===== src/rtl/pixel_replication_2_if.sv =====
// Source-RAM read port and output-RAM write port of the 2x pixel replicator.
// master = replicator side, slave = RAM/sink side.
interface pixel_replication_2_if;
    logic [14:0] R_ADDR;
    logic [7:0]  PIXEL_IN;
    logic [16:0] W_ADDR;
    logic [7:0]  W_DATA;
    logic        W_EN;
    logic        W_READY;
    logic [8:0]  X_OUT_COORD;
    logic [7:0]  Y_OUT_COORD;

    modport master (
        output R_ADDR,
        input  PIXEL_IN,
        output W_ADDR,
        output W_DATA,
        output W_EN,
        input  W_READY,
        output X_OUT_COORD,
        output Y_OUT_COORD
    );

    modport slave (
        input  R_ADDR,
        output PIXEL_IN,
        input  W_ADDR,
        input  W_DATA,
        input  W_EN,
        output W_READY,
        input  X_OUT_COORD,
        input  Y_OUT_COORD
    );
endinterface


===== src/rtl/pixel_replication_2.sv =====
// 2x nearest-neighbour upscaler: scans the output frame, reads the source pixel at
// (x>>1, y>>1) through a 1-cycle sync RAM and writes it out with W_READY backpressure.
module pixel_replication_2 #(
    parameter int SHIFT_FACTOR  = 1,
    parameter int IMG_WIDTH_IN  = 160,
    parameter int IMG_HEIGHT_IN = 120
) (
    input  logic CLK,
    input  logic RESET,
    input  logic START,
    output logic BUSY,
    output logic DONE,
    pixel_replication_2_if.master bus
);
    localparam int IMG_WIDTH_OUT  = IMG_WIDTH_IN << SHIFT_FACTOR;
    localparam int IMG_HEIGHT_OUT = IMG_HEIGHT_IN << SHIFT_FACTOR;
    localparam logic [8:0] X_LAST = 9'(IMG_WIDTH_OUT - 1);
    localparam logic [7:0] Y_LAST = 8'(IMG_HEIGHT_OUT - 1);

    typedef enum logic [1:0] {S_IDLE, S_RUN, S_DRAIN, S_FIN} state_e;

    typedef struct packed {
        logic [8:0] x;
        logic [7:0] y;
    } coord_t;

    state_e      state_q, state_d;
    coord_t      scan_q, scan_d;
    coord_t      pipe_q, pipe_d;
    logic        vld_q, vld_d;
    logic [14:0] r_addr_q, r_addr_d;

    logic        adv, issue, accept, last_px;
    logic [8:0]  src_x;
    logic [7:0]  src_y;
    logic [14:0] rd_addr;

    // Constant multiplies by the row pitch fold to shift-adds (160 = 128+32, 320 = 256+64).
    always_comb begin
        src_x   = scan_q.x >> SHIFT_FACTOR;
        src_y   = scan_q.y >> SHIFT_FACTOR;
        rd_addr = 15'(src_y) * 15'(IMG_WIDTH_IN) + 15'(src_x);
        adv     = !vld_q || bus.W_READY;
        issue   = (state_q == S_RUN) && adv;
        accept  = vld_q && bus.W_READY;
        last_px = (scan_q.x == X_LAST) && (scan_q.y == Y_LAST);
    end

    always_ff @(posedge CLK or posedge RESET) begin
        if (RESET) state_q <= S_IDLE;
        else       state_q <= state_d;
    end

    always_comb begin
        state_d = state_q;
        case (state_q)
            S_IDLE:  if (START) state_d = S_RUN;
            S_RUN:   if (issue && last_px) state_d = S_DRAIN;
            S_DRAIN: if (accept) state_d = S_FIN;
            S_FIN:   state_d = S_IDLE;
            default: state_d = S_IDLE;
        endcase
    end

    always_comb begin
        BUSY = 1'b0;
        DONE = 1'b0;
        case (state_q)
            S_RUN, S_DRAIN: BUSY = 1'b1;
            S_FIN: begin
                BUSY = 1'b1;
                DONE = 1'b1;
            end
            default: ;
        endcase
    end

    // A stalled write freezes scan, pipe and the issued read address together.
    always_comb begin
        scan_d   = scan_q;
        pipe_d   = pipe_q;
        vld_d    = vld_q;
        r_addr_d = r_addr_q;
        case (state_q)
            S_RUN: begin
                if (adv) begin
                    pipe_d   = scan_q;
                    vld_d    = 1'b1;
                    r_addr_d = rd_addr;
                    if (scan_q.x == X_LAST) begin
                        scan_d.x = '0;
                        scan_d.y = (scan_q.y == Y_LAST) ? '0 : scan_q.y + 8'd1;
                    end else begin
                        scan_d.x = scan_q.x + 9'd1;
                    end
                end
            end
            S_DRAIN: if (bus.W_READY) vld_d = 1'b0;
            S_FIN: begin
                vld_d    = 1'b0;
                pipe_d   = '0;
                r_addr_d = '0;
            end
            default: begin
                vld_d  = 1'b0;
                scan_d = '0;
            end
        endcase
    end

    always_ff @(posedge CLK or posedge RESET) begin
        if (RESET) begin
            scan_q   <= '0;
            pipe_q   <= '0;
            vld_q    <= 1'b0;
            r_addr_q <= '0;
        end else begin
            scan_q   <= scan_d;
            pipe_q   <= pipe_d;
            vld_q    <= vld_d;
            r_addr_q <= r_addr_d;
        end
    end

    // While held, R_ADDR repeats the last issued address so PIXEL_IN stays on the held write.
    always_comb begin
        bus.R_ADDR      = issue ? rd_addr : r_addr_q;
        bus.W_EN        = vld_q;
        bus.W_DATA      = vld_q ? bus.PIXEL_IN : 8'd0;
        bus.W_ADDR      = vld_q ? 17'(pipe_q.y) * 17'(IMG_WIDTH_OUT) + 17'(pipe_q.x) : 17'd0;
        bus.X_OUT_COORD = vld_q ? pipe_q.x : 9'd0;
        bus.Y_OUT_COORD = vld_q ? pipe_q.y : 8'd0;
    end
endmodule


===== src/flat_wrapper.sv =====
// flat-port wrapper written by rule: the top's interface ports become plain ports
module pixel_replication_2_flat 
#(
    parameter int SHIFT_FACTOR  = 1,
    parameter int IMG_WIDTH_IN  = 160,
    parameter int IMG_HEIGHT_IN = 120
)
  (CLK, RESET, START, BUSY, DONE, bus_R_ADDR, bus_PIXEL_IN, bus_W_ADDR, bus_W_DATA, bus_W_EN, bus_W_READY, bus_X_OUT_COORD, bus_Y_OUT_COORD);
  pixel_replication_2_if bus_i ();
  input  logic CLK;
  input  logic RESET;
  input  logic START;
  output logic BUSY;
  output logic DONE;
  output wire logic [$bits(bus_i.R_ADDR)-1:0] bus_R_ADDR;
  input wire logic [$bits(bus_i.PIXEL_IN)-1:0] bus_PIXEL_IN;
  output wire logic [$bits(bus_i.W_ADDR)-1:0] bus_W_ADDR;
  output wire logic [$bits(bus_i.W_DATA)-1:0] bus_W_DATA;
  output wire logic [$bits(bus_i.W_EN)-1:0] bus_W_EN;
  input wire logic [$bits(bus_i.W_READY)-1:0] bus_W_READY;
  output wire logic [$bits(bus_i.X_OUT_COORD)-1:0] bus_X_OUT_COORD;
  output wire logic [$bits(bus_i.Y_OUT_COORD)-1:0] bus_Y_OUT_COORD;
  assign bus_R_ADDR = bus_i.R_ADDR;
  assign bus_i.PIXEL_IN = bus_PIXEL_IN;
  assign bus_W_ADDR = bus_i.W_ADDR;
  assign bus_W_DATA = bus_i.W_DATA;
  assign bus_W_EN = bus_i.W_EN;
  assign bus_i.W_READY = bus_W_READY;
  assign bus_X_OUT_COORD = bus_i.X_OUT_COORD;
  assign bus_Y_OUT_COORD = bus_i.Y_OUT_COORD;
  pixel_replication_2 #(.SHIFT_FACTOR(SHIFT_FACTOR), .IMG_WIDTH_IN(IMG_WIDTH_IN), .IMG_HEIGHT_IN(IMG_HEIGHT_IN)) u_core (.CLK(CLK), .RESET(RESET), .START(START), .BUSY(BUSY), .DONE(DONE), .bus(bus_i));
endmodule

===== config.mk =====
export PLATFORM = sky130hd
export DESIGN_NAME = pixel_replication_2_flat
export DESIGN_NICKNAME = d
export VERILOG_FILES = /design/src/rtl/pixel_replication_2_if.sv /design/src/rtl/pixel_replication_2.sv /design/src/flat_wrapper.sv
export SDC_FILE = /design/constraint.sdc
export NUM_CORES = 1
export LEC_CHECK = 0
export CORE_MARGIN = 2
export CORE_UTILIZATION = 32
export DETAILED_ROUTE_END_ITERATION = 8
export SLEW_MARGIN = 10
export SYNTH_ARGS = -nofsm -noshare
export SYNTH_HDL_FRONTEND = slang
export SYNTH_SLANG_ARGS = --single-unit

===== constraint.sdc =====
create_clock -name CLK -period 3.75 [get_ports CLK]
set_input_delay 0.75 -clock CLK [delete_from_list [all_inputs] [get_ports CLK]]
set_output_delay 0.75 -clock CLK [all_outputs]
set_load 0.01 [all_outputs]

==> results of run 1 <==
[sequential cells by signal (all words and copies together), names as in the netlist]
signal / cells
u_core.bus.W_EN: 1
u_core.pipe_q: 17
u_core.r_addr_q: 10
u_core.scan_q: 17
u_core.state_q: 2
[timing repair]
item / 4_1_cts / 5_1_grt
buffers inserted: 1 / 4
gates resized for setup: 35 / 22
hold buffers: 0 / 0
setup endpoints to repair: 9 / 10
pin swaps: 9 / 9
endpoints found under the hold margin: 0 / 0
[cells by family (layout without fill, tap and decap cells)]
family,count (synthesis),count (layout),synth area share
AND/OR/NAND/NOR,140,140,0.205
multiplexers,12,12,0.0366
adder cells (fa/ha/maj),38,38,0.138
flip-flops,47,47,0.322
buffers and inverters,33,140,0.0401
AO/OA/AOI/OAI,108,108,0.215
XOR/XNOR,18,18,0.0432
[cells in the mapped netlist, drive strengths merged (3+ instances only)]
library cell	count
o21a	4
a211oi	4
xor2	12
buf	6
clkbuf	14
nor3	8
fa	4
a21oi	12
o21ai	29
o2111ai	3
or3b	3
dfrtp	47
or4	3
nand2	33
nor2b	3
nand4	5
inv	12
a21o	9
o31ai	5
mux2	11
ha	34
xnor2	6
o21bai	4
a22o	20
and3	4
or3	4
nor2	21
and2	30
nor3b	5
nand3	9
or2	3
[worst min-delay path, stage by stage (launching register included)]
cell and delay, ps:
dfrtp_1 340, nand2_1 50, o21ai_0 60
[metrics by stage]
stage	setup WS (ps)	instances	util	area (µm²)	total power [µW]
3_3_place_gp	-225	633	0.424	4780	1010
6_report	45.2	646	0.456	5130	1530
5_1_grt	-84.0	646	0.456	5130	1600
2_1_floorplan	216	396	-	3650	830
3_5_place_dp	-248	633	0.424	4780	1020
4_1_cts	-7.24	642	0.446	5030	1530
[layout make-up]
cell class	instances	area (µm²)	area share
Timing Repair Buffer	119	1030	0.201
Tap cell	143	179	0.0348
Sequential cell	47	1180	0.229
Inverter	13	48.8	0.00950
Clock buffer	5	125	0.0244
Clock inverter	3	47.5	0.00926
Multi-Input combinational cell	316	2530	0.492
[routing by layer]
layer / global-route usage / wire, µm / up-vias
li1: - / - / 1654
met3: 0.0262 / 381 / 7
met5: 0 / 0 / -
met2: 0.276 / 4530 / 77
met4: 0.0283 / 76 / 0
met1: 0.200 / 4320 / 1605
[path summary, 6_finish.rpt]
path / startpoint / endpoint / slack [ps] / depth (start not counted)
setup / recovery: u_core.pipe_q[3] / bus_W_ADDR[16] / 50 / 9
hold / removal: u_core.r_addr_q[8] / u_core.r_addr_q[8] / 490 / 2
setup reg to reg: u_core.scan_q[4] / u_core.r_addr_q[13] / 1190 / 11
hold reg to reg: u_core.r_addr_q[8] / u_core.r_addr_q[8] / 490 / 2
max in group asynchronous: RESET / u_core.scan_q[12] / 2120 / 2
min in group asynchronous: RESET / u_core.pipe_q[10] / 1010 / 2
[power groups by stage]
| stage | Clock (µW) | Combinational, µW | Sequential [µW] |
|---|---|---|---|
| after floorplan | 0 | 223 | 608 |
| after global placement | 0 | 388 | 625 |
| after detailed placement | 0 | 393 | 626 |
| after CTS | 525 | 392 | 617 |
| after global routing | 544 | 425 | 626 |
| final | 518 | 389 | 618 |
[cell usage in the layout, fill, tap and decap left out, types with 4 or more instances in the layout]
cell,Yosys,final
a21o_1,8,8
a21oi_1,12,12
a22o_1,20,20
and2_1,30,30
and3_1,4,4
buf_2,0,4
buf_4,6,48
clkbuf_16,0,5
clkbuf_2,0,4
clkdlybuf4s50_1,0,63
dfrtp_1,47,47
ha_1,34,27
ha_4,0,6
inv_1,11,10
mux2_2,10,10
nand2_1,33,33
nand3_1,9,9
nand4_1,5,5
nor2_1,21,21
nor3_1,8,6
nor3b_1,5,4
o21a_1,4,4
o21ai_0,21,21
o21ai_1,8,8
o31ai_1,5,5
or3_1,4,4
xnor2_1,6,6
xor2_1,12,9
==> summary.md, run 1 <==
| Metric | Value |
|---|---|
| Placer congestion estimate | 0.840 |
| CP bufs+invs | 2 |
| CP max stage cell | or4_1 |
| Syn_area_per_cell | 9.23 µm² |
| Synth top area share | 0.322 |
| Pwr dens | 297 mW/mm² |
| Clock slew at reported path FFs | 70 ps |
| Worst path cell trace | buf_4 > ha_1 > ha_4 > a211o_1 > a211oi_2 > o211ai_4 > or4_1 > a21oi_1 > buf_2 |
| Share of cells above drive strength 1 | 0.213 |
| Worst endpoint required time | 3000 ps |
| Worst Max-Slew Pin Slew | 979 ps |
| DRC errors left | 0 |
| Fin crit period | 3700 ps |
| Detail Route Antenna Nets | 0 |
| Die height | 111 µm |
| Die Wd | 111 µm |
| Max Freq | 0.270 GHz |
| Final net count | 552 |
| PortBufs | 71 |
| Drt via density | 5.17 |
| Total number of H-tree levels | 2 |
| NetSw | 422 µW |
| Max Cap Violations | 0 |
| Largest cells by area after synthesis | dfrtp_1 32%, ha_1 12%, and2_1 5.1% |
| DP Wirelength | 7030 µm |
| First-pass GRT wire length | 16000 µm |
| Largest area contributor in the netlist | dfrtp_1 |
| Router iterations before antenna repair | 5 |
| Nature of the critical path startpoint | flip-flop |
| Final slew viol count | 0 |
| Clock power frac | 0.340 |
| Ratio of final minimum period to clock period | 0.988 |
| Vias in the first global route | 3280 |
| # rows | 39 |
| Status | finished clean |
| Seq pwr share | 0.405 |
| Clk sinks | 47 |
| Initial antenna violation count | 0 |
| Top delay family on crit path | compound AO/OA/AOI/OAI gates |
| Asr flop ratio synth | 1.00 |
| Crit path max fanout | 5 |
| Final hold violations | 0 |
| Headroom to the max-slew limit | 0.347 |
| Crit path largest cell delay | 520 ps |
| Worst EP arrival | 2950 ps |
| Post-synthesis cell area | 0.00365 mm² |
| Total leakage power | 0.00232 µW |
| RSZ-0062 raised after global routing | true |
| Clock Tree Root | clkbuf_16 |
| Combinational Power Share | 0.255 |
| Critical path class | reg2out |
| Routed length per instance | 14.4 µm |
| Yosys cell types | 59 |
| Final wirelength | 9310 µm |
| Die area | 0.0123 mm² |
| Pin count of the biggest net entering global routing | 48 |
| Num ports | 72 |
| CTS tree | yes |
| Diode count | 0 |
| Yosys reg bits | 47 |
| Top FF cell, synth | dfrtp_1 |
| Num CTS Buffers | 5 |
| Area delta synth->final | 40.5% |
| Post-synth EDFFs | 0 |
| Final Hold Slack | 488 ps |
| Vias after detailed routing | 3343 |
| Gate Count Post-Synth | 396 |
| Post-synthesis sequential area ratio | 0.322 |
| Cell Int Power | 1100 µW |
| Setup TNS | 0 ps |
| Net count after synthesis | 446 |
| Final setup violating endpoints | 0 |
| Starting Density | 0.324 |
| # fillers | 1082 |
| Yosys warns | 0 |
| Global-route usage over all layers | 0.155 |
| Critical Path End Type | output port |
| DR iter-0 viols | 170 |
| Core area | 0.0113 mm² |
| Clock skew | 2.71 ps |
| Clock Latency Late Sink | 290 ps |
| Hold/Removal Path Class | reg2reg |
| Sw Ratio | 0.276 |
| CTS max path bufs | 2 |
| Grt ovf | 0 |
| Worst vdd ir | 0.000183 V |
Note: power is estimated with default switching activity, not from simulation.
==> run 2, diff against run 1 <==
==> constraint.sdc (replaced) <==
create_clock -name CLK -period 3.75 [get_ports CLK]
set_input_delay 0.5625 -clock CLK [delete_from_list [all_inputs] [get_ports CLK]]
set_output_delay 0.5625 -clock CLK [all_outputs]
set_load 0.01 [all_outputs]
==> run 2 against run 1 <==
Against the previous run: worst setup slack better by 79 ps; critical path type unchanged; largest power group unchanged; core utilization down 1.9 points; combinational power fell by 2%; clock power shrank 1%; via count is 1.1% lower; wire length shrank 0.33%.
==> summary.md, run 2 (synthesized netlist as in run 1, its figures left out) <==
| Metric | Value |
|---|---|
| Status | finished clean |
| Hold/Removal Path Class | reg2reg |
| Clock slew at reported path FFs | 70 ps (about the same) |
| Area delta synth->final | 34.8% |
| # rows | 39 (unchanged) |
| Diode count | 0 (unchanged) |
| Total leakage power | 0.00223 µW (-4.1%) |
| Vias after detailed routing | 3306 (-1.1%) |
| DRC errors left | 0 (unchanged) |
| CTS tree | yes |
| Clock Tree Root | clkbuf_16 |
| Final setup violating endpoints | 0 (unchanged) |
| Share of cells above drive strength 1 | 0.148 (-0.0651) |
| Starting Density | 0.324 (unchanged) |
| Critical Path End Type | output port |
| Die Wd | 111 µm (unchanged) |
| NetSw | 417 µW (-1.0%) |
| Worst hold stages | 2 (unchanged) |
| Detail Route Antenna Nets | 0 (unchanged) |
| Combinational Power Share | 0.251 (-0.004) |
| Crit path max fanout | 7 (+2) |
| Worst path cell trace | buf_4 > ha_1 > ha_1 > or2_1 > a311oi_4 > o21ai_1 > a31o_1 > mux2_2 > clkdlybuf4s15_1 |
| Worst endpoint required time | 3190 ps (+190 ps) |
| Pin count of the biggest net entering global routing | 48 (unchanged) |
| Finished Layout Cells | 624 (-3.4%) |
| Placer congestion estimate | 0.801 (-4.6%) |
| Core area | 0.0113 mm² (unchanged) |
| CTS Hold Bufs | 0 (unchanged) |
| CTS max path bufs | 2 (unchanged) |
| Critical path class | reg2out |
| Die area | 0.0123 mm² (unchanged) |
| Post-Layout Inst Area | 0.00493 mm² (-4.1%) |
| Max Cap Violations | 0 (unchanged) |
| RSZ-0062 raised after global routing | false |
| Routed length per instance | 14.9 µm (+3.2%) |
| Sw Ratio | 0.276 (-0.000694) |
| Most frequent cells in the layout | 63 x clkdlybuf4s50_1, 47 x dfrtp_1, 33 x nand2_1 |
| CP bufs+invs | 2 (unchanged) |
| Top flop regs | u_core.pipe_q x17, u_core.scan_q x17, u_core.r_addr_q x10 |
| DP Wirelength | 7040 µm (+0.11%) |
| R2R Path Start | u_core.scan_q[2] |
| Placed Area | 0.00465 mm² (-2.7%) |
| Num ports | 72 (unchanged) |
| Placed insts | 616 (-2.7%) |
| Clock power frac | 0.339 (about the same) |
| Clock skew | 5.11 ps (+2.39 ps) |
| Global-route usage over all layers | 0.151 (-0.00462) |
| Final Hold Slack | 486 ps (-2.47 ps) |
| Worst EP arrival | 3060 ps (+110 ps) |
| Worst reg2reg path depth | 11 (unchanged) |
| Crit path largest cell delay | 430 ps (-90 ps) |
| Router iterations before antenna repair | 4 (-1) |
| Nature of the critical path startpoint | flip-flop |
| Drt via density | 5.30 (+2.4%) |
| First-pass GRT wire length | 15600 µm (-2.5%) |
| PnR worst setup slack | 124 ps (+78.7 ps) |
| Total number of H-tree levels | 2 (unchanged) |
| Crit path top cell by count | ha_1 |
| Max Freq | 0.276 GHz (+2.2%) |
| Num CTS Buffers | 5 (unchanged) |
| Seq pwr share | 0.410 (+0.005) |
| Die height | 111 µm (unchanged) |
| Final hold violations | 0 (unchanged) |
| Final wirelength | 9280 µm (-0.33%) |
| Initial antenna violation count | 0 (unchanged) |
| Setup TNS | 0 ps (unchanged) |
| PortBufs | 71 (unchanged) |
| Final net count | 530 (-4.0%) |
| Hold Crit Start | u_core.r_addr_q[8] |
| Critical Path Start | u_core.scan_q[4] |
| Pwr dens | 307 mW/mm² (+3.4%) |
| Place WS | -50.1 ps (+198 ps) |
| Most common library cell in the layout ignoring fill and taps | clkdlybuf4s50_1 |
| Ratio of final minimum period to clock period | 0.967 (-0.0210) |
| Worst vdd ir | 0.000186 V (+1.6%) |
| Headroom to the max-slew limit | 0.209 (-0.138) |
| Clock Latency Late Sink | 280 ps (about the same) |
| Worst Max-Slew Pin Slew | 1190 ps (+207 ps) |
| Top delay family on crit path | compound AO/OA/AOI/OAI gates |
| RR Endpoint | u_core.r_addr_q[13] |
| Clk sinks | 47 (unchanged) |
| Fin crit period | 3630 ps (-78.7 ps) |
| CP max stage cell | a311oi_4 |
| Final slew viol count | 0 (unchanged) |
| DR iter-0 viols | 220 (+29%) |
| Vias in the first global route | 3175 (-3.2%) |
| Hold Path End | u_core.r_addr_q[8] |
| Grt ovf | 0 (unchanged) |
| R2r setup slk | 1070 ps (-120 ps) |
| Cell Int Power | 1100 µW (-0.71%) |
[run 2: cell types whose count changed in the layout (fill, tap and decap cells not counted), moves of 2 or more]
cell	change
ha_4	-4
buf_2	-3
dlygate4sd2_1	+4
a311oi_2	-2
buf_4	-22
ha_1	+3
clkbuf_2	-3
xor2_2	-2
xor2_1	+2
[run 2: timing repair]
action	CTS	global route
gates resized for setup	18	17
hold endpoints to repair	0	0
pin swaps	2	7
buffers inserted	0	0
endpoints found under the setup margin	8	8
[run 2: power groups by stage]
| stage | logic [µW] | registers [µW] | clock network, µW |
|---|---|---|---|
| 3_3_place_gp | 381 | 627 | 0 |
| 6_report | 381 | 620 | 513 |
| 2_1_floorplan | 223 | 608 | 0 |
| 3_5_place_dp | 386 | 629 | 0 |
| 4_1_cts | 387 | 619 | 527 |
| 5_1_grt | 413 | 628 | 552 |
[run 2: area by class of cell]
| type | count | area, µm² |
|---|---|---|
| Clock inverter | 3 | 46.3 |
| Inverter | 13 | 48.8 |
| Tap cell | 143 | 179 |
| Clock buffer | 5 | 125 |
| Timing Repair Buffer | 97 | 893 |
| Fill cell | 1102 | 6350 |
| Multi-Input combinational cell | 316 | 2460 |
| Sequential cell | 47 | 1180 |
[run 2: stage by stage]
stage | total power (µW) | utilization
floorplan | 830 | -
global placement | 1010 | 0.412
detailed placement | 1020 | 0.412
CTS | 1530 | 0.431
global route | 1590 | 0.437
finish | 1510 | 0.437
[run 2: worst max path at each step]
stage                                end  cells after the start
final                     bus_R_ADDR[14]                      9
after global routing      bus_R_ADDR[13]                      9
after CTS                 bus_W_ADDR[13]                      9
after detailed placement  bus_W_ADDR[16]                      9
after global placement    bus_W_ADDR[16]                      9
after floorplan           bus_W_ADDR[16]                      8
[run 2: per-layer routing]
layer	wire, µm	track usage	share of wire
met1	4320	0.195	0.47
met2	4540	0.270	0.49
met3	362	0.0219	0.039
met4	55	0.0250	0.0059
met5	0	0	0
[run 2: worst min-delay path, cell delays in order (launching register included)]
cell,delay [ps]
dfrtp_1,340
nand2_1,50
o21ai_0,60
==> run 3, diff against run 2 <==
--- a/config.mk
+++ b/config.mk
@@ -8,7 +8,9 @@
 export CORE_MARGIN = 2
 export CORE_UTILIZATION = 32
 export DETAILED_ROUTE_END_ITERATION = 8
+export GPL_TIMING_DRIVEN = 0
 export SLEW_MARGIN = 10
 export SYNTH_ARGS = -nofsm -noshare
 export SYNTH_HDL_FRONTEND = slang
 export SYNTH_SLANG_ARGS = --single-unit
+export TNS_END_PERCENT = 20
==> run 3 against run 2 <==
Against the previous run: the run now ends with negative setup slack left; worst setup slack lost 150 ps; sequential share of layout area is 0.34 points higher; sequential power about the same; cell count fell by 0.16%; clock power up 3%; fmax down 3.9%; power rose by 3.2%; worst hold slack lost 1.8 ps; wire length up 1.6%; global-route usage is 0.070 points higher; cell area is 0.79% lower; largest power group unchanged; highest routed layer unchanged.
==> summary.md, run 3 (synthesized netlist as in run 1, its figures left out) <==
| Metric | Value |
|---|---|
| Clk sinks | 47 (unchanged) |
| Total number of H-tree levels | 2 (unchanged) |
| RR Endpoint | u_core.r_addr_q[14] |
| Pwr Total | 1560 µW (+3.2%) |
| Router iterations before antenna repair | 4 (unchanged) |
| Final wirelength | 9420 µm (+1.6%) |
| Finished Layout Cells | 623 (-0.16%) |
| Hold/Removal Path Class | reg2reg |
| Area delta synth->final | 33.8% |
| Ratio of final minimum period to clock period | 1.01 (+0.0391) |
| Clock skew | 8.05 ps (+2.95 ps) |
| Worst Max-Slew Pin Slew | 915 ps (-271 ps) |
| Headroom to the max-slew limit | 0.389 (+0.180) |
| Most common library cell in the layout ignoring fill and taps | clkdlybuf4s50_1 |
| Vias in the first global route | 3120 (-1.7%) |
| Share of cells above drive strength 1 | 0.131 (-0.0164) |
| CP max stage cell | fa_2 |
| Nature of the critical path startpoint | flip-flop |
| Crit path largest cell delay | 570 ps (+140 ps) |
| Worst EP arrival | 3210 ps (+150 ps) |
| Clock Tree Root | clkbuf_16 |
| R2r setup slk | 1130 ps (+60 ps) |
| Diode count | 0 (unchanged) |
| Worst path cell trace | ha_4 > ha_2 > fa_2 > and4_4 > or3b_4 > or4_1 > a21oi_1 > clkdlybuf4s15_2 |
| Global-route usage over all layers | 0.151 (+0.000702) |
| R2R Path Start | u_core.scan_q[4] |
| DP Wirelength | 7260 µm (+3.2%) |
| Final slew viol count | 0 (unchanged) |
| Final Util | 0.434 (-0.00344) |
| Critical Path End Type | output port |
| CP Capture Point | bus_W_ADDR[16] |
| Pwr dens | 320 mW/mm² (+4.0%) |
| Num ports | 72 (unchanged) |
| Routed length per instance | 15.1 µm (+1.7%) |
| Crit path max fanout | 5 (-2) |
| # rows | 39 (unchanged) |
| Fin crit period | 3770 ps (+147 ps) |
| Clock Latency Late Sink | 290 ps (about the same) |
| Die Wd | 111 µm (unchanged) |
| Die area | 0.0123 mm² (unchanged) |
| Place WS | -425 ps (-375 ps) |
| Failing checks | negative setup slack |
| Grt ovf | 0 (unchanged) |
| Final Hold Slack | 484 ps (-1.81 ps) |
| Pin count of the biggest net entering global routing | 35 (-27%) |
| First-pass GRT wire length | 15300 µm (-1.6%) |
| CTS Hold Bufs | 0 (unchanged) |
| Initial antenna violation count | 0 (unchanged) |
| Max Freq | 0.265 GHz (-3.9%) |
| Final setup violating endpoints | 1 (+1) |
| Worst hold stages | 2 (unchanged) |
| Final hold violations | 0 (unchanged) |
| Total leakage power | 0.00216 µW (-2.8%) |
| Worst reg2reg path depth | 8 (-3) |
| RSZ-0062 raised after global routing | true |
| Detail Route Antenna Nets | 0 (unchanged) |
| Critical Path Start | u_core.pipe_q[1] |
| DR iter-0 viols | 148 (-33%) |
| Worst endpoint required time | 3190 ps (about the same) |
| PnR worst setup slack | -22.7 ps (-147 ps) |
| Worst vdd ir | 0.000243 V (+30%) |
| Clock slew at reported path FFs | 70 ps (about the same) |
| PortBufs | 71 (unchanged) |
| Vias after detailed routing | 3334 (+0.85%) |
| Most frequent cells in the layout | 63 x clkdlybuf4s50_1, 41 x dfrtp_1, 33 x nand2_1 |
| CTS tree | yes |
| Core area | 0.0113 mm² (unchanged) |
| Final net count | 529 (-0.19%) |
| Num CTS Buffers | 5 (unchanged) |
| Critical path class | reg2out |
| DRC errors left | 0 (unchanged) |
| Drt via density | 5.35 (+1.0%) |
| Placed insts | 611 (-0.81%) |
| Max Cap Violations | 0 (unchanged) |
| Status | complete, but fails checks |
| Placer congestion estimate | 0.790 (-1.4%) |
| CTS max path bufs | 2 (unchanged) |
| Starting Density | 0.324 (unchanged) |
| Top flop regs | u_core.pipe_q x17, u_core.scan_q x17, u_core.r_addr_q x10 |
| Die height | 111 µm (unchanged) |
[run 3: changes by cell type in the layout (fill, tap and decap cells not counted), sizes merged]
cell / change
clkbuf: +13
buf: -15
dlygate4sd2: +1
[run 3: area by class of cell]
cell class | instances | area, µm²
Clock inverter | 3 | 46.3
Buffer | 20 | 98.8
Timing Repair Buffer | 76 | 753
Clock buffer | 5 | 125
Sequential cell | 47 | 1180
Inverter | 13 | 48.8
Tap cell | 143 | 179
Multi-Input combinational cell | 316 | 2450
Fill cell | 1073 | 6380
[run 3: routing by layer]
metal	vias up	part of all wire	routed length [µm]	track usage
li1	1618	-	-	-
met1	1625	0.48	4500	0.201
met2	79	0.47	4390	0.252
met3	12	0.038	358	0.0262
met4	0	0.018	174	0.0467
met5	-	0	0	0
[run 3: worst max-delay path: cells and delay by family, from the launching register on]
| kind | cells | cell delay (ps) |
|---|---|---|
| buffers and inverters | 1 | 240 |
| AND/OR/NAND/NOR | 3 | 1030 |
| flip-flops | 1 | 470 |
| adder cells (fa/ha/maj) | 3 | 1030 |
| AO/OA/AOI/OAI | 1 | 150 |
[run 3: worst min-delay path by stage]
stage | start | to | slack, ps
finish | u_core.r_addr_q[8] | u_core.r_addr_q[8] | 480
global route | u_core.r_addr_q[13] | u_core.r_addr_q[13] | 520
CTS | u_core.r_addr_q[8] | u_core.r_addr_q[8] | 490
detailed placement | u_core.r_addr_q[8] | u_core.r_addr_q[8] | 470
global placement | u_core.r_addr_q[8] | u_core.r_addr_q[8] | 460
floorplan | u_core.r_addr_q[11] | u_core.r_addr_q[11] | 450
[run 3: metrics by stage]
step                      area, µm²  setup TNS, ps
after floorplan                3650              0
after global placement         4540          -1180
after detailed placement       4560          -1400
after CTS                      4820           -149
after global routing           4890           -186
final                          4890          -22.7
[run 3: power by group]
part / internal [µW] / switching (µW) / total [µW]
registers: 558 / 62.3 / 620
clock network: 317 / 211 / 528
logic: 248 / 166 / 413
total: 1120 / 439 / 1560
[run 3: repair_timing]
action / in CTS / in global routing
pin swaps: 4 / 4
gates resized for setup: 28 / 13
setup endpoints to repair: 9 / 6
setup buffers: 4 / 0
==> RTL edit 1 (settings of run 1) <==
Re-encode `state_e` (4 states) as one-hot, 4 bits wide.
--- a/src/rtl/pixel_replication_2.sv
+++ b/src/rtl/pixel_replication_2.sv
@@ -17,7 +17,7 @@
     localparam logic [8:0] X_LAST = 9'(IMG_WIDTH_OUT - 1);
     localparam logic [7:0] Y_LAST = 8'(IMG_HEIGHT_OUT - 1);
 
-    typedef enum logic [1:0] {S_IDLE, S_RUN, S_DRAIN, S_FIN} state_e;
+    typedef enum logic [3:0] {S_IDLE = 4'b0001, S_RUN = 4'b0010, S_DRAIN = 4'b0100, S_FIN = 4'b1000} state_e;
 
     typedef struct packed {
         logic [8:0] x;
Behaviour: same outputs for any inputs over 10 cycles, from zero or initial values and one cycle with RESET high; not proved beyond that.
==> RTL edit 1 against run 1 <==
  * Hold slack improved by 0.028 ns
  * Sequential cell count rose by 2
  * Synthesized area fell by 2.6%
  * First-iteration DRC count rose by 2.4%
  * Utilization fell by 1.7 points
  * Highest routed layer unchanged
  * Critical path depth rose by 2
  * Final cell count fell by 0.31%
  * Final area fell by 7.5%
  * Power rose by 1.9%
  * Clock power fell by 39%
  * Routed wire length fell by 11%
  * Register-to-register slack improved by 0.10 ns
  * Setup slack improved by 0.11 ns
  * Critical path type unchanged
==> RTL edit 1: results (changes against run 1) <==
| Metric | Value |
|---|---|
| Run status | `finished clean` |
| First-pass GRT wire length | `14020 µm (-12%)` |
| Setup fix buffers added after clock tree synthesis | `0 (-1)` |
| Met1 track demand over resource in global routing | `17.69% (-2.3 points)` |
| Synth Register Bits | `49 (+4.3%)` |
| Leading registers by flop count | `u_core.scan_q x17, u_core.r_addr_q x15, u_core.pipe_q x12` |
| Cell Area, Synth | `0.003557 mm² (-2.6%)` |
| Main area contributors after synthesis | `dfrtp_1 (34%), ha_1 (11%), and2_1 (7.4%), nand2_1 (6.5%), o21ai_0 (4.6%)` |
| Met2 WL post-DR | `4067 µm (-10%)` |
| Detailed Routing Iterations Pass 1 | `4 (-1)` |
| First DRT Iteration DRCs | `174 (+2.4%)` |
| Delay of the slowest cell on the worst path | `0.39 ns (-0.13 ns)` |
| Launching instance or port of the critical path | `u_core.pipe_q[1]` |
| Number of cells on the worst reg-to-reg path | `9 (-2)` |
| Static Leak | `2.305 nW (-0.75%)` |
| CP max-delay cell | `dfrtp_1` |
| Post-DP HPWL | `6495 µm (-7.6%)` |
| Distinct cells, synth | `51 (-14%)` |
| Synth Net Count | `460 (+3.1%)` |
| WL per Instance | `12.93 µm (-10%)` |
| Peak VDD IR | `0.1373 mV (-25%)` |
| Post-layout minimum cycle time | `3.595 ns (-0.1096 ns)` |
| Met1 WL | `3716 µm (-14%)` |
| Non-clock inverter count in the final layout | `12 (-1)` |
| RePlAce Congestion | `0.8266 (-1.6%)` |
| Cell family with most CP delay | `adder cells` |
| Worst hold slack | `0.5166 ns (+0.02813 ns)` |
| Area of the multi-input gates | `0.002272 mm² (-10%)` |
| Multiplexer fraction of the synthesized cell area | `0.3166% (-3.3 points)` |
| Final cell count without fillers | `644 (-0.31%)` |
| Number of global-route vias before repair | `3079 (-6.1%)` |
| Post-Place Cell Area | `0.004577 mm² (-4.2%)` |
| Clock network share of area | `1.818% (-1.5 points)` |
| Maximum number of pins on one net before global-route repair | `50 (+4.2%)` |
| Count of buffers not belonging to the clock network in the layout | `103 (-13%)` |
| R2R setup slack | `1.29 ns (+0.10 ns)` |
| Area fraction in compound gates after synthesis | `14.35% (-7.1 points)` |
| Synthesized netlist cell count | `414 (+4.5%)` |
| Fraction of the yosys area taken by sequential cells | `34.51% (+2.3 points)` |
| Clock tree root driver cell | `clkbuf_8` |
| Vias per inst | `4.919 (-4.9%)` |
| Final layout net count | `549 (-0.54%)` |
| Fin Clk Skew | `0.006212 ns (+0.003500 ns)` |
| Routed length on met3 | `411 µm (+7.9%)` |
| GRT Total Usage | `14.44% (-1.1 points)` |
| Cell area after layout | `0.004750 mm² (-7.5%)` |
| M3 GR Usage | `1.897% (-0.73 points)` |
| Remaining max-slew budget at the tightest pin | `31.82% (-2.8 points)` |
| Layout non-clock buf frac | `19.86% (-0.22 points)` |
| Launch point of the worst reg-to-reg path | `u_core.scan_q[2]` |
==> RTL edit 1: power breakdown <==
part	switching (mW)	internal, mW	leakage, nW
Sequential	0.0482	0.591	0.672
Clock	0.185	0.129	0.0439
Combinational	0.341	0.259	1.59
Total	0.574	0.980	2.31
==> RTL edit 1: how the worst min path moves through the flow <==
stage / startpoint / cells after the start / to
floorplan: u_core.pipe_q[8] / 2 / u_core.pipe_q[8]
global placement: u_core.pipe_q[8] / 2 / u_core.pipe_q[8]
detailed placement: u_core.pipe_q[8] / 2 / u_core.pipe_q[8]
CTS: u_core.pipe_q[8] / 2 / u_core.pipe_q[8]
global route: u_core.r_addr_q[9] / 2 / u_core.r_addr_q[9]
finish: u_core.pipe_q[8] / 2 / u_core.pipe_q[8]
==> RTL edit 1: timing repair <==
item,in CTS,in global routing
resized for setup,13,26
endpoints found under the setup margin,9,8
pin swaps,1,4
cloned,0,0
==> RTL edit 2 (config.mk and constraints of run 1) <==
Without the edit above. `IMG_HEIGHT_IN` is set to 120 in 2 places; all go to 60.
--- a/src/rtl/pixel_replication_2.sv
+++ b/src/rtl/pixel_replication_2.sv
@@ -3,7 +3,7 @@
 module pixel_replication_2 #(
     parameter int SHIFT_FACTOR  = 1,
     parameter int IMG_WIDTH_IN  = 160,
-    parameter int IMG_HEIGHT_IN = 120
+    parameter int IMG_HEIGHT_IN = 60
 ) (
     input  logic CLK,
     input  logic RESET,
--- a/src/flat_wrapper.sv
+++ b/src/flat_wrapper.sv
@@ -3,7 +3,7 @@
 #(
     parameter int SHIFT_FACTOR  = 1,
     parameter int IMG_WIDTH_IN  = 160,
-    parameter int IMG_HEIGHT_IN = 120
+    parameter int IMG_HEIGHT_IN = 60
 )
   (CLK, RESET, START, BUSY, DONE, bus_R_ADDR, bus_PIXEL_IN, bus_W_ADDR, bus_W_DATA, bus_W_EN, bus_W_READY, bus_X_OUT_COORD, bus_Y_OUT_COORD);
   pixel_replication_2_if bus_i ();
Behaviour: same outputs for any inputs over 10 cycles, from zero or initial values and one cycle with RESET high; that may be too few to reach the edited logic, so the function may still have changed.
==> RTL edit 2 against run 1 <==
  * Count of clock-buffer cells in the layout unchanged
  * First-iteration DRC count fell by 29%
  * Sequential cell count stayed put
  * Routed wire length is 1.2% higher
  * Hold slack got worse by 0.00052 ns
  * Final area unchanged
  * The run now ends with setup timing left
  * Sequential share of layout area stayed put
  * Clock power decreased by 18%
  * Clock skew grew 0.0039 ns
  * Setup slack worse by 0.068 ns
  * Synthesized area increased by 0.31%
  * Critical path depth unchanged
  * Power fell by 1.4%
  * Synthesized cell count is 0.25% lower
==> RTL edit 2: results (changes against run 1) <==
| Metric | Value |
|---|---|
| Run status | `complete, but fails checks` |
| Violations in the final reports | `setup timing` |
| Number of global-route vias before repair | `3313 (+1.0%)` |
| Share of post-route cells with drive strength above 1 | `21.12% (-0.16 points)` |
| Number of diodes | `0 (unchanged)` |
| Final critical-path setup slack | `-0.02322 ns (-0.06839 ns)` |
| Detailed Routing Iterations Pass 1 | `4 (-1)` |
| Setup-failing EPs final | `2 (+2)` |
| Leading registers by flop count | `u_core.pipe_q x17, u_core.scan_q x17, u_core.r_addr_q x10` |
| GRT Total Usage | `15.03% (-0.49 points)` |
| Detailed Route WL | `9419 µm (+1.2%)` |
| Setup_tns | `-0.02867 ns (-0.02867 ns)` |
| Total vias in the final route | `3367 (+0.72%)` |
| Number of warning messages in the yosys log | `0 (unchanged)` |
| Critical path fanouts, max | `3 (-2)` |
| Post-DP HPWL | `7004 µm (-0.37%)` |
| Number of placed instances with taps included | `632 (-0.16%)` |
| Predominant post-synthesis flop cell | `dfrtp_1` |
| H-tree lvl count | `2 (unchanged)` |
| Share of flip-flops with an asynchronous set or reset after synthesis | `100.0% (unchanged)` |
| Number of buffers created by CTS | `5 (unchanged)` |
| Number of cells on the worst reg-to-reg path | `11 (unchanged)` |
| Worst Max-Slew Pin Slew | `1.207 ns (+0.2285 ns)` |
| Vias per inst | `5.220 (+0.87%)` |
| Hold depth | `2 (unchanged)` |
| Synthesized netlist cell count | `395 (-0.25%)` |
| Fraction of the yosys area taken by sequential cells | `32.09% (-0.099 points)` |
| Static Leak | `2.352 nW (+1.2%)` |
| Peak VDD IR | `0.2115 mV (+15%)` |
| CP max-delay cell | `dfrtp_1` |
| RePlAce Congestion | `0.8240 (-1.9%)` |
| Number of fill cells | `1086 (+0.37%)` |
| Worst path arrival time | `3.02 ns (+0.07 ns)` |
| Delay of the slowest cell on the worst path | `0.42 ns (-0.10 ns)` |
| First-pass GRT wire length | `15520 µm (-2.9%)` |
| Classification of the worst-slack hold path | `reg -> reg` |
| Number of buffers between clock root and the deepest sink | `2 (unchanged)` |
| Worst slack after detailed placement | `-0.2398 ns (+0.008169 ns)` |
| Most numerous cell types in the synthesized netlist | `dfrtp_1 (47), ha_1 (34), nand2_1 (33)` |
| First DRT Iteration DRCs | `120 (-29%)` |
| Initial antenna violation count | `0 (unchanged)` |
| Clock slew seen by the registers of the worst setup and hold paths | `0.06 ns` |
| Post-Place Cell Area | `0.004780 mm² (about the same)` |
| Synth Net Count | `445 (-0.22%)` |
| Maximum number of pins on one net before global-route repair | `33 (-31%)` |
| Distinct cells, synth | `62 (+5.1%)` |
| IO buf count | `71 (unchanged)` |
| Main area contributors after synthesis | `dfrtp_1 (32%), ha_1 (12%), a22o_1 (4.8%), and2_1 (4.8%), o21ai_0 (3.6%)` |
| Clock latency on the worst-skew pair | `0.29 ns (about the same)` |
| Final layout net count | `552 (unchanged)` |
| Clock tree root driver cell | `clkbuf_16` |
| Fin Clk Skew | `0.006601 ns (+0.003889 ns)` |
==> RTL edit 2: cell count changes after synthesis, sizes merged, moves of 3 or more <==
cell | run 1 | this run
nor2 | 21 | 25
nor3 | 8 | 3
a21oi | 12 | 9
clkbuf | 14 | 11
==> RTL edit 2: timing repair <==
| action | CTS | global route |
|---|---|---|
| resized for setup | 30 | 31 |
| pin swaps | 8 | 12 |
| gates cloned | 0 | 0 |
| endpoints found under the setup margin | 9 | 11 |
| buffers inserted | 2 | 5 |
==> RTL edit 2: cell families (layout without fill, tap and decap cells) <==
kind of cell,after synthesis,after routing,synth area share [%]
and+or+nand+nor,140,140,20.55
xor gates and xnor gates,18,18,4.302
muxes,13,13,3.926
DFF,47,47,32.09
adders and majority gates,38,38,13.79
AOI/OAI and AO/OA,107,107,21.41
buffers and inverters,32,139,3.926
==> RTL edit 2: where the power goes <==
part	total [mW]	internal, mW	switching (mW)
combinational	0.440	0.262	0.178
sequential	0.637	0.568	0.0690
clock	0.427	0.243	0.184
==> RTL edit 2: final timing paths <==
| check | from | to | slack [ns] |
|---|---|---|---|
| min in group asynchronous | RESET | u_core.pipe_q[12] | 0.92 |
| setup / recovery | u_core.pipe_q[3] | bus_W_ADDR[16] | -0.02 |
| max in group asynchronous | RESET | u_core.pipe_q[6] | 2.08 |
| hold / removal | u_core.r_addr_q[11] | u_core.r_addr_q[11] | 0.49 |
| setup reg to reg | u_core.scan_q[4] | u_core.r_addr_q[13] | 1.17 |
| hold reg to reg | u_core.r_addr_q[11] | u_core.r_addr_q[11] | 0.49 |
==> RTL edit 2: stage by stage <==
stage               hold slack, ns  power, mW
finish                      0.4880      1.504
detailed placement          0.4750      1.085
CTS                         0.4893      1.518
floorplan                   0.4497     0.8713
global placement            0.4646      1.078
global route                0.5236      1.580
==> RTL edit 2: per-layer routing <==
| metal | global-route usage, % | share of wire [%] |
|---|---|---|
| met5 | 0 | 0 |
| met4 | 3.457 | 0.97 |
| met3 | 1.968 | 3.2 |
| met2 | 26.46 | 48 |
| met1 | 19.72 | 47 |
==> RTL edit 2: worst max-delay path: cells and delay by family, from the launching register on <==
family	cells	cell delay [ns]
simple gates	3	1.02
fa+ha+maj	3	0.83
buf+inv	1	0.15
xor+xnor	1	0.19
flops	1	0.42
compound gates	1	0.12
==> RTL edit 2: final cells by class <==
class | instances | area, µm² | area share [%]
multi-input cells | 316 | 2555 | 49.76
clock buffers | 5 | 125.1 | 2.437
repair buffers | 118 | 1033 | 20.13
inverters | 14 | 52.55 | 1.023
flip-flops and latches | 47 | 1176 | 22.90
clock inverters | 2 | 13.76 | 0.2680
well taps | 143 | 178.9 | 3.484
